==> src/rtl/lane_serial_mux_pkg.sv <==
// Shared types and default sizing for the lane serializer.
// Holds the FSM state type and default lane width/count constants.
package lane_serial_mux_pkg;

  localparam int DEF_W = 8;
  localparam int DEF_N = 4;

  typedef enum logic {
    IDLE   = 1'b0,
    STREAM = 1'b1
  } state_e;

endpackage

==> src/rtl/lane_serial_mux_mux_n_w.sv <==
// Combinational N:1 lane selector over a flat N*W bus.
// Returns zero for an index outside 0..N-1.
module mux_n_w #(
  parameter int N = 4,
  parameter int W = 8
) (
  input  logic [N*W-1:0]         data_i,
  input  logic [$clog2(N)-1:0]   idx_i,
  output logic [W-1:0]           lane_o
);

  localparam int IW = $clog2(N);

  always_comb begin
    lane_o = '0;
    for (int k = 0; k < N; k++) begin
      if (idx_i == IW'(k)) lane_o = data_i[k*W +: W];
    end
  end

endmodule

==> src/rtl/lane_serial_mux.sv <==
// Parallel-to-serial lane streamer: accepts an N-lane word and emits
// the first 'count' lanes one per handshake, forward or reversed.
module lane_serial_mux
  import lane_serial_mux_pkg::*;
#(
  parameter int W = DEF_W,
  parameter int N = DEF_N
) (
  input  logic                    clk,
  input  logic                    rst_n,
  input  logic                    in_valid,
  output logic                    in_ready,
  input  logic [N*W-1:0]          in_data,
  input  logic [$clog2(N):0]      in_count,
  input  logic                    in_rev,
  output logic                    out_valid,
  input  logic                    out_ready,
  output logic [W-1:0]            out_data,
  output logic [$clog2(N)-1:0]    out_idx,
  output logic                    out_last
);

  localparam int CW = $clog2(N) + 1;
  localparam int IW = CW - 1;

  state_e          state_q, state_d;
  logic [N*W-1:0]  word_q, word_d;
  logic [CW-1:0]   cnt_q, cnt_d;
  logic            rev_q, rev_d;
  logic [IW-1:0]   idx_q, idx_d;
  logic            last_q, last_d;
  logic [W-1:0]    data_q;
  logic [W-1:0]    lane_sel;
  logic [CW-1:0]   eff_cnt;
  logic [IW-1:0]   idx_nxt;
  logic            accept;
  logic            out_hs;

  assign out_valid = (state_q == STREAM);
  assign out_hs    = out_valid & out_ready;
  // A new word may only enter on the handshake of the final lane.
  assign in_ready  = (state_q == IDLE) | (out_hs & last_q);
  assign accept    = in_valid & in_ready;

  assign eff_cnt = ((in_count == '0) || (in_count > CW'(N))) ? CW'(N) : in_count;
  assign idx_nxt = rev_q ? (idx_q - IW'(1)) : (idx_q + IW'(1));

  always_comb begin
    state_d = state_q;
    word_d  = word_q;
    cnt_d   = cnt_q;
    rev_d   = rev_q;
    idx_d   = idx_q;
    last_d  = last_q;
    if (accept) begin
      state_d = STREAM;
      word_d  = in_data;
      cnt_d   = eff_cnt;
      rev_d   = in_rev;
      idx_d   = in_rev ? IW'(eff_cnt - CW'(1)) : '0;
      last_d  = (eff_cnt == CW'(1));
    end else if (out_hs) begin
      if (last_q) begin
        state_d = IDLE;
        last_d  = 1'b0;
      end else begin
        idx_d  = idx_nxt;
        last_d = rev_q ? (idx_nxt == '0) : ({1'b0, idx_nxt} == (cnt_q - CW'(1)));
      end
    end
  end

  // The mux looks at the next-state word/index so out_data is registered.
  mux_n_w #(
    .N (N),
    .W (W)
  ) u_mux (
    .data_i (word_d),
    .idx_i  (idx_d),
    .lane_o (lane_sel)
  );

  always_ff @(posedge clk or negedge rst_n) begin
    if (!rst_n) begin
      state_q <= IDLE;
      word_q  <= '0;
      cnt_q   <= '0;
      rev_q   <= 1'b0;
      idx_q   <= '0;
      last_q  <= 1'b0;
      data_q  <= '0;
    end else begin
      state_q <= state_d;
      word_q  <= word_d;
      cnt_q   <= cnt_d;
      rev_q   <= rev_d;
      idx_q   <= idx_d;
      last_q  <= last_d;
      data_q  <= lane_sel;
    end
  end

  assign out_data = data_q;
  assign out_idx  = idx_q;
  assign out_last = last_q;

endmodule
==> config.mk <==
export PLATFORM = sky130hd
export DESIGN_NAME = lane_serial_mux
export DESIGN_NICKNAME = d
export VERILOG_FILES = /design/src/rtl/lane_serial_mux_pkg.sv /design/src/rtl/lane_serial_mux_mux_n_w.sv /design/src/rtl/lane_serial_mux.sv
export SDC_FILE = /design/constraint.sdc
export NUM_CORES = 1
export LEC_CHECK = 0
export CORE_ASPECT_RATIO = 0.9
export CORE_MARGIN = 8
export CORE_UTILIZATION = 46
export DETAILED_ROUTE_END_ITERATION = 8
export GPL_ROUTABILITY_DRIVEN = 0
export PLACE_DENSITY = 0.77
export SYNTH_ARGS = -nofsm -noshare
export SYNTH_HDL_FRONTEND = slang
export SYNTH_SLANG_ARGS = --single-unit
==> constraint.sdc <==
create_clock -name clk -period 1.72 [get_ports clk]
set_input_delay 0.172 -clock clk [delete_from_list [all_inputs] [get_ports clk]]
set_output_delay 0.172 -clock clk [all_outputs]
set_load 0.005 [all_outputs]
Yosys cells after proc, flatten, opt, wreduce, memory -nomap -nowiden
Index checks and enable logic that the tools add are counted.
- $add $sub $neg: 4
- order comparisons: 1
- equal/unequal tests: 5
- mux-type cells: 18
- bitwise logic cells: 5
- reductions and logical operators: 7
- operators by type and width (kind ; number):
    32-bit two-way mux ; 1
    8-bit two-way mux ; 4
    2-bit two-way mux ; 5
    1-bit two-way mux ; 7
    2-bit equality test (second input constant) ; 2
    2-bit logical NOT ; 2
    2-bit nonzero test ; 2
    2-bit by 1-bit subtractor with 2-bit output (second input constant) ; 2
    1-bit bitwise AND ; 3
    2-bit by 3-bit equality test with 1-bit output ; 1
    3-bit by 1-bit equality test with 1-bit output (second input constant) ; 1
    3-bit greater-than comparator (second input constant) ; 1
    3-bit logical NOT ; 1
    3-bit two-way mux ; 1
    3-bit by 1-bit subtractor with 3-bit output (second input constant) ; 1
    2-bit by 1-bit adder with 2-bit output (second input constant) ; 1
    2-bit by 1-bit equality test with 1-bit output (second input constant) ; 1
    2-bit AND reduction ; 1
    1-bit logical OR ; 1
    1-bit inverter ; 1
    1-bit OR ; 1
- register bits after elaboration: 48
- input port bits: 40
- output and inout bits: 13
- logic and storage cells: 47

Logic depth before layout (Yosys ltp)
Gate-level depths: netlist of the first run.
- depth after elaboration: 11
- gate-level depth with buffers: 11

Modules after synthesis
Synthesis of the first run repeated with hierarchy kept, for this count alone.
- cell total of the unflattened synthesis: 134
- area total of the unflattened synthesis: 2194.6 µm²
- modules (own cells, without submodules) (module ; instances ; cells each ; area each (µm²)):
    lane_serial_mux ; 1 ; 124 ; 1998.2
    mux_n_w ; 1 ; 10 ; 196.4

Least setup slack after synthesis of the first run
OpenSTA, ideal clock, no wires.
- path type: input -> register
- from: in in_count[0]
- to: reg data_q[1], in the netlist out_data[1]
- data arrival time: 2.451 ns
- data required time: 1.577 ns
- slack: -0.874 ns
- stages on the path: 11
- buffers on the path: 2
- cell sequence: or2_2 ha_1 nand2b_1 clkbuf_1 inv_1 ha_1 clkbuf_1 nand3b_1 a2bb2oi_1 o221ai_1 a32oi_1
- longest elaborated chain between the ends: 11
- elaborated cells between the ends (all ways): 15
- classes of those cells: 1 x add/sub; 1 x order compare; 3 x eq/ne; 7 x mux; 3 x reduce/logical
- RTL lines (what ; line ; source):
    start: declaration ; lane_serial_mux.sv:14 ; input logic [$clog2(N):0] in_count,
    3-bit greater-than comparator / 3-bit logical NOT (equally long branches) ; lane_serial_mux.sv:45 ; assign eff_cnt = ((in_count == '0) || (in_count > CW'(N))) ? CW'(N) : in_count;
    1-bit logical OR ; lane_serial_mux.sv:45 ;
    3-bit two-way mux * ; lane_serial_mux.sv:45 ;
    net eff_cnt[0] ; lane_serial_mux.sv:34 ; logic [CW-1:0] eff_cnt;
    2-bit by 1-bit subtractor with 2-bit output * ; lane_serial_mux.sv:60 ; idx_d = in_rev ? IW'(eff_cnt - CW'(1)) : '0;
    2-bit two-way mux * ; lane_serial_mux.sv:60 ;
    2-bit two-way mux * ; lane_serial_mux.sv:55 ; if (accept) begin
    2-bit logical NOT ; lane_serial_mux_mux_n_w.sv:17 ; if (idx_i == IW'(k)) lane_o = data_i[k*W +: W];
    8-bit two-way mux (3 in a row) ; lane_serial_mux_mux_n_w.sv:17 ;
    8-bit two-way mux * ; lane_serial_mux_mux_n_w.sv:17 ;
    net lane_sel[1] ; lane_serial_mux.sv:33 ; logic [W-1:0] lane_sel;
    end signal: assignment ; lane_serial_mux.sv:99 ; data_q <= lane_sel;
    end: declaration ; lane_serial_mux.sv:32 ; logic [W-1:0] data_q;
Mark *: on every way through the listed nets, which the timed path passes. The rest lies on a longest branch.
A chain may end at the register's enable or synchronous reset.

Final worst setup path of the first run
- from: in in_count[1]
- to: reg data_q[6], in the netlist out_data[6]
- longest elaborated chain between the ends: 11
- elaborated cells between the ends (all ways): 15
- classes of those cells: 1 x add/sub; 1 x order compare; 3 x eq/ne; 7 x mux; 3 x reduce/logical
- RTL lines (what ; line):
    3-bit greater-than comparator / 3-bit logical NOT (equally long branches) ; lane_serial_mux.sv:45
    1-bit logical OR * ; lane_serial_mux.sv:45
    3-bit two-way mux * ; lane_serial_mux.sv:45
    net eff_cnt[0] ; lane_serial_mux.sv:34
    2-bit by 1-bit subtractor with 2-bit output * ; lane_serial_mux.sv:60
    2-bit two-way mux * ; lane_serial_mux.sv:60
    2-bit two-way mux * ; lane_serial_mux.sv:55
    2-bit logical NOT ; lane_serial_mux_mux_n_w.sv:17
    8-bit two-way mux (3 in a row) ; lane_serial_mux_mux_n_w.sv:17
    8-bit two-way mux * ; lane_serial_mux_mux_n_w.sv:17
    net lane_sel[6] ; lane_serial_mux.sv:33
Marked as above.

==> results of run 1 <==
==> final timing paths <==
path	start	end	slack [ns]	cells after the start
max in group asynchronous	rst_n	out_valid	0.77	3
hold / removal	in_count[0]	cnt_q[2]	0.28	4
hold reg to reg	word_q[3]	word_q[3]	0.49	2
setup reg to reg	rev_q	out_data[2]	-0.15	6
min in group asynchronous	rst_n	word_q[21]	0.36	2
setup / recovery	in_count[1]	out_data[6]	-0.17	10
==> logic make-up (layout without fill, tap and decap cells) <==
group,Yosys count,after routing,share of synthesized area
XOR/XNOR,5,5,0.0168
AO/OA/AOI/OAI,77,77,0.240
adder cells (fa/ha/maj),4,4,0.0192
AND/OR/NAND/NOR,78,78,0.150
multiplexers,15,16,0.0600
flip-flops,48,48,0.461
buffers and inverters,30,112,0.0533
==> cells in the mapped netlist (all sizes together), types with 7 or more instances <==
library cell / n
and3: 8
a21o: 7
a2bb2oi: 8
a32oi: 15
clkbuf: 8
mux2i: 13
nand2: 36
or2: 9
nor2: 10
o32ai: 8
a21boi: 15
o21ai: 7
o221ai: 8
dfrtp: 48
buf: 7
inv: 14
==> metrics by stage <==
step	std cells	utilization	area [sq um]
after floorplan	257	-	2670
after global placement	397	0.618	3440
after detailed placement	397	0.618	3440
after CTS	408	0.659	3670
after global routing	410	0.677	3760
final	410	0.677	3760
==> registers in the layout, indices dropped and copies added, names as in the netlist <==
signal,count
cnt_q,3
out_data,8
out_idx,2
out_last,1
out_valid,1
rev_q,1
word_q,32
==> final cells by class <==
cell class                      instances  area, sq um
Multi-Input combinational cell        180         1440
Clock inverter                          2         60.1
Timing Repair Buffer                   90          845
Fill cell                             449         1800
Tap cell                               70         87.6
Inverter                               15         58.8
Clock buffer                            5         68.8
Sequential cell                        48         1200
==> critical path, cell delays in order <==
cell and delay [ns]:
sky130_fd_sc_hd__buf_6 0.09, sky130_fd_sc_hd__or2_4 0.24, sky130_fd_sc_hd__ha_4 0.27, sky130_fd_sc_hd__nand2b_4 0.13, sky130_fd_sc_hd__inv_4 0.04, sky130_fd_sc_hd__ha_4 0.26, sky130_fd_sc_hd__nand2_2 0.05, sky130_fd_sc_hd__or4bb_1 0.53
sky130_fd_sc_hd__o31ai_4 0.15, sky130_fd_sc_hd__a32oi_1 0.10
==> power breakdown <==
group          internal, uW  total [uW]  switching [uW]
combinational          1690        3330            1640
clock                   572         945             372
sequential             1660        1900             239
==> what timing repair did <==
item,CTS,global route
endpoints found under the hold margin,18,0
gates resized for setup,24,11
hold buffers,1,0
setup buffers,3,1
pin swaps,8,6
gates cloned,0,1
setup endpoints to repair,10,11
==> per-layer routing <==
metal | vias up | routed length [um] | GRT usage
met2 | 118 | 3740 | 0.295
met4 | 0 | 170 | 0.0680
met3 | 18 | 553 | 0.0388
met5 | - | 0 | 0
li1 | 1104 | - | -
met1 | 1174 | 3310 | 0.249
==> impl_metrics.csv, run 1 <==
group,metric,value,unit
clock_network,clock_sinks,48,
placement,portBuffers,52,
synth,synth.avg_cell_area,10.1,sq um
power_and_ir_drop,totalPowerFinal,6170,uW
timing,fin_crit_sh,1.10,
power_and_ir_drop,largest_voltage_drop_on_the_vdd_net,0.000908,V
global_routing,track_usage,0.188,
global_routing,grt_pass1_wl,12200,um
routing,vias_per_cell,5.89,
synth,synth_area,2610,sq um
synth,netlist.area_leader.share,0.461,
global_routing,vias_in_the_first_global_route,2399,
die,start_util,0.469,
critical_path,crit_fanout,8,
timing,timing.final.hold_violations,0,
clock_network,cts-buffers-inserted,5,
power_and_ir_drop,leakage,0.00179,uW
synth,syn_inst,257,
timing,fin_setup_tns,-1.27,ns
timing,relSlewSlack,0.686,
clock_network,cts_clk_pin_slew_worst_paths,0.08,ns
clock_network,cts_tree,"done",
timing,hold-worst-slack,0.280,ns
synth,synth_top_area_cell,"sky130_fd_sc_hd__dfrtp_1",
timing,fmaxAchievable,529,MHz
critical_path,start_kind,"input port",
critical_path,worstSetupPathType,"input port to flip-flop",
critical_path,crit_required,1.87,ns
routing,drc,0,
die,chip_height,87.4,um
final_layout,antenna_cells_inserted,0,
synth,synth.net_count,301,
timing,worst_pin_slew,0.467,ns
synth,synth_edf_count,0,
synth,sequential_fraction_of_the_synthesis_area,0.461,
synth,synthFlopType,"sky130_fd_sc_hd__dfrtp_1",
synth,synth-async-reset-ratio,1.00,
timing,period_minus_slack,1.89,ns
die,row_count,26,
die,die_x,95.4,um
synth,synth.top_cells.by_area,"sky130_fd_sc_hd__dfrtp_1 46%, sky130_fd_sc_hd__nand2_1 5.2%, sky130_fd_sc_hd__a32oi_1 5.0%",
timing,rsz0062_at_grt,"yes",
die,die_area,8340,sq um
routing,ant_nets,0,
critical_path,crit_arrival,2.04,ns
clock_network,cts-root-to-sink-buffers,2,
status,status,"complete, but fails checks",
hold_path,hold_class,"input port to flip-flop",
power_and_ir_drop,power_density,1640,nW/um^2
placement,dp_hpwl,5520,um
clock_network,clockRootBuffer,"sky130_fd_sc_hd__clkbuf_8",
placement,pre_cts_slack,-0.893,ns
synth,yosys_warnings,0,
critical_path,worstSetupEndpointType,"flip-flop",
routing,route.detailed.wl_per_inst,19.0,um
synth,ys_seq_elements,48,
final_layout,most_frequent_standard_cell_in_the_layout_excluding_fill_and_tap_cells,"sky130_fd_sc_hd__dfrtp_1",
clock_network,worst_skew_pair.late_latency,0.30,ns
routing,drt_first_iter_violations,162,
status,failed_checks,"setup timing",
final_layout,layout-area-overhead-vs-synth,44.4,%
routing,drt_first_pass_iters,5,
clock_network,htreeDepth,2,
die,i_o_pin_count,53,
routing,routed-via-count,2414,
global_routing,global_route.overflow_total,0,
synth,synth.lib_cells_used.distinct,41,
final_layout,share_of_post_route_cells_with_drive_strength_above_1,0.247,
final_layout,leading_cell_types_in_the_layout_fill_and_taps_excluded,"48 x sky130_fd_sc_hd__dfrtp_1, 46 x sky130_fd_sc_hd__clkdlybuf4s50_1, 35 x sky130_fd_sc_hd__nand2_1",
timing,timing.final.setup_violations,8,
run,drv.max_cap_violation_count,0,
routing,routed_wirelength,7770,um
timing,finalWorstSetupSlack,-0.169,ns
global_routing,grt_start_max_net_pins,24,
timing,timing.clock.skew,0.0108,ns
die,placeableCoreArea,5560,sq um
global_routing,antenna_violations_before_repair,0,
timing,slew_violations,0,
final_layout,layout.nets,384,
Power figures use the tool's default switching activity.
==> run 2: changes to the inputs <==
--- a/config.mk
+++ b/config.mk
@@ -11,6 +11,7 @@
 export DETAILED_ROUTE_END_ITERATION = 8
 export GPL_ROUTABILITY_DRIVEN = 0
 export PLACE_DENSITY = 0.77
+export SETUP_SLACK_MARGIN = 0.5
 export SYNTH_ARGS = -nofsm -noshare
 export SYNTH_HDL_FRONTEND = slang
 export SYNTH_SLANG_ARGS = --single-unit
==> impl_metrics.csv, run 2 (synthesis results as in run 1) <==
group,metric,value,unit
critical_path,startpoint,"in_count[1]",
critical_path,ff2ff_setup_slack,-0.24,ns
timing,timing.final.setup_violations,9,
global_routing,grt_start_max_net_pins,49,
die,die_x,95.4,um
critical_path,crit_fanout,8,
clock_network,cts-buffers-inserted,5,
final_layout,final_cell_area,4520,sq um
clock_network,cts_tree,"done",
critical_path,worstSetupEndpointType,"flip-flop",
placement,portBuffers,52,
die,chip_height,87.4,um
routing,vias_per_cell,6.09,
clock_network,htreeDepth,2,
final_layout,largest_register_ff_count,32,
hold_path,hold_class,"input port to flip-flop",
critical_path,r2r-end,"out_data[3]",
timing,worst_pin_slew,0.464,ns
routing,routed_wirelength,10300,um
clock_network,worst_skew_pair.late_latency,0.31,ns
critical_path,start_kind,"input port",
global_routing,antenna_violations_before_repair,0,
power_and_ir_drop,leakage,0.00205,uW
critical_path,crit_arrival,2.17,ns
final_layout,largest_register,"word_q",
final_layout,share_of_post_route_cells_with_drive_strength_above_1,0.453,
status,failed_checks,"setup timing",
routing,routed-via-count,2696,
die,die_area,8340,sq um
clock_network,clock_sinks,48,
status,status,"complete, but fails checks",
final_layout,layout.nets,416,
timing,fin_setup_tns,-2.11,ns
power_and_ir_drop,largest_voltage_drop_on_the_vdd_net,0.000815,V
timing,slew_violations,0,
timing,timing.final.hold_violations,0,
critical_path,logic_depth_of_the_worst_register_to_register_path,7,
die,row_count,26,
global_routing,global_route.overflow_total,0,
power_and_ir_drop,power_density,1610,nW/um^2
routing,drt_first_iter_violations,266,
critical_path,rr_startpoint,"out_idx[1]",
clock_network,clockRootBuffer,"sky130_fd_sc_hd__clkbuf_8",
final_layout,leading_cell_types_in_the_layout_fill_and_taps_excluded,"47 x sky130_fd_sc_hd__dfrtp_1, 35 x sky130_fd_sc_hd__buf_4, 34 x sky130_fd_sc_hd__clkdlybuf4s50_1",
timing,relSlewSlack,0.688,
timing,finalWorstSetupSlack,-0.272,ns
critical_path,worstSetupPathType,"input port to flip-flop",
critical_path,critPathCapture,"out_data[3]",
routing,drt_first_pass_iters,5,
die,placeableCoreArea,5560,sq um
critical_path,crit_required,1.89,ns
die,start_util,0.469,
routing,ant_nets,0,
die,i_o_pin_count,53,
placement,post_dp_cell_area,3590,sq um
routing,drc,0,
timing,period_minus_slack,1.99,ns
run,drv.max_cap_violation_count,0,
final_layout,antenna_cells_inserted,0,
timing,rsz0062_at_grt,"yes",
global_routing,vias_in_the_first_global_route,2613,
timing,timing.clock.skew,0.00621,ns
clock_network,cts_clk_pin_slew_worst_paths,0.10,ns
timing,fin_crit_sh,1.16,
final_layout,most_frequent_standard_cell_in_the_layout_excluding_fill_and_tap_cells,"sky130_fd_sc_hd__dfrtp_1",
global_routing,grt_pass1_wl,13600,um
final_layout,layout-area-overhead-vs-synth,73.2,%
final_layout,fillers,302,
timing,fmaxAchievable,502,MHz
global_routing,track_usage,0.213,
routing,route.detailed.wl_per_inst,23.3,um
clock_network,cts-root-to-sink-buffers,2,
placement,dp_hpwl,5640,um
[run 2: metal layers]
layer  wire length, um  share of wire  track usage  vias up
li1                  -              -            -     1184
met1              4080           0.40        0.287     1333
met2              5110           0.50        0.325      145
met3               707          0.069       0.0569       34
met4               410          0.040       0.0595        0
met5                 0              0            0        -
[run 2: repair_timing]
action / in CTS / in global routing
resized for setup: 111 / 38
hold endpoints to repair: 48 / 0
hold buffers: 1 / 0
pin swaps: 18 / 23
cloned: 1 / 4
setup endpoints to repair: 60 / 52
buffers inserted: 13 / 11
[run 2: worst min-delay path by stage]
stage,depth (start not counted),endpoint,from,slack (ns)
final,4,cnt_q[2],in_count[1],0.28
after global routing,4,cnt_q[2],in_count[1],0.29
after CTS,4,cnt_q[2],in_count[1],0.27
after detailed placement,2,word_q[23],rst_n,0.18
after global placement,2,word_q[7],rst_n,0.18
after floorplan,0,cnt_q[0],rst_n,-0.12
[run 2: stage by stage]
step           hold WS (ns)  setup slack [ns]  cells  utilization  power, uW
2_1_floorplan        -0.124            -0.437    257            -       3730
3_3_place_gp          0.177            -0.793    405        0.645       4820
3_5_place_dp          0.179            -0.857    405        0.645       4940
4_1_cts               0.271            -0.159    428        0.744       6360
5_1_grt               0.286            -0.290    443        0.812       7580
6_report              0.277            -0.272    443        0.812       7260
[run 2: critical path: stages]
cell	delay, ns
sky130_fd_sc_hd__buf_6	0.09
sky130_fd_sc_hd__or2_4	0.24
sky130_fd_sc_hd__ha_4	0.27
sky130_fd_sc_hd__nand2b_4	0.13
sky130_fd_sc_hd__inv_4	0.03
sky130_fd_sc_hd__ha_4	0.29
sky130_fd_sc_hd__nand2_4	0.07
sky130_fd_sc_hd__or4bb_4	0.54
sky130_fd_sc_hd__o31ai_4	0.09
sky130_fd_sc_hd__buf_12	0.16
sky130_fd_sc_hd__a32oi_1	0.08
[run 2: final cells by class]
type	count	area, sq um	share of cell area
Multi-Input combinational cell	179	1740	0.386
Timing Repair Buffer	123	1300	0.288
Sequential cell	48	1200	0.266
Tap cell	70	87.6	0.0194
Clock buffer	6	82.6	0.0183
Inverter	15	58.8	0.0130
Clock inverter	2	38.8	0.00859
[run 2: where the power goes]
part / leakage [uW] / switching [uW] / internal (uW) / total [uW]
clock network: 0.0000614 / 417 / 476 / 893
registers: 0.000591 / 312 / 1660 / 1970
logic: 0.00140 / 2030 / 2360 / 4390
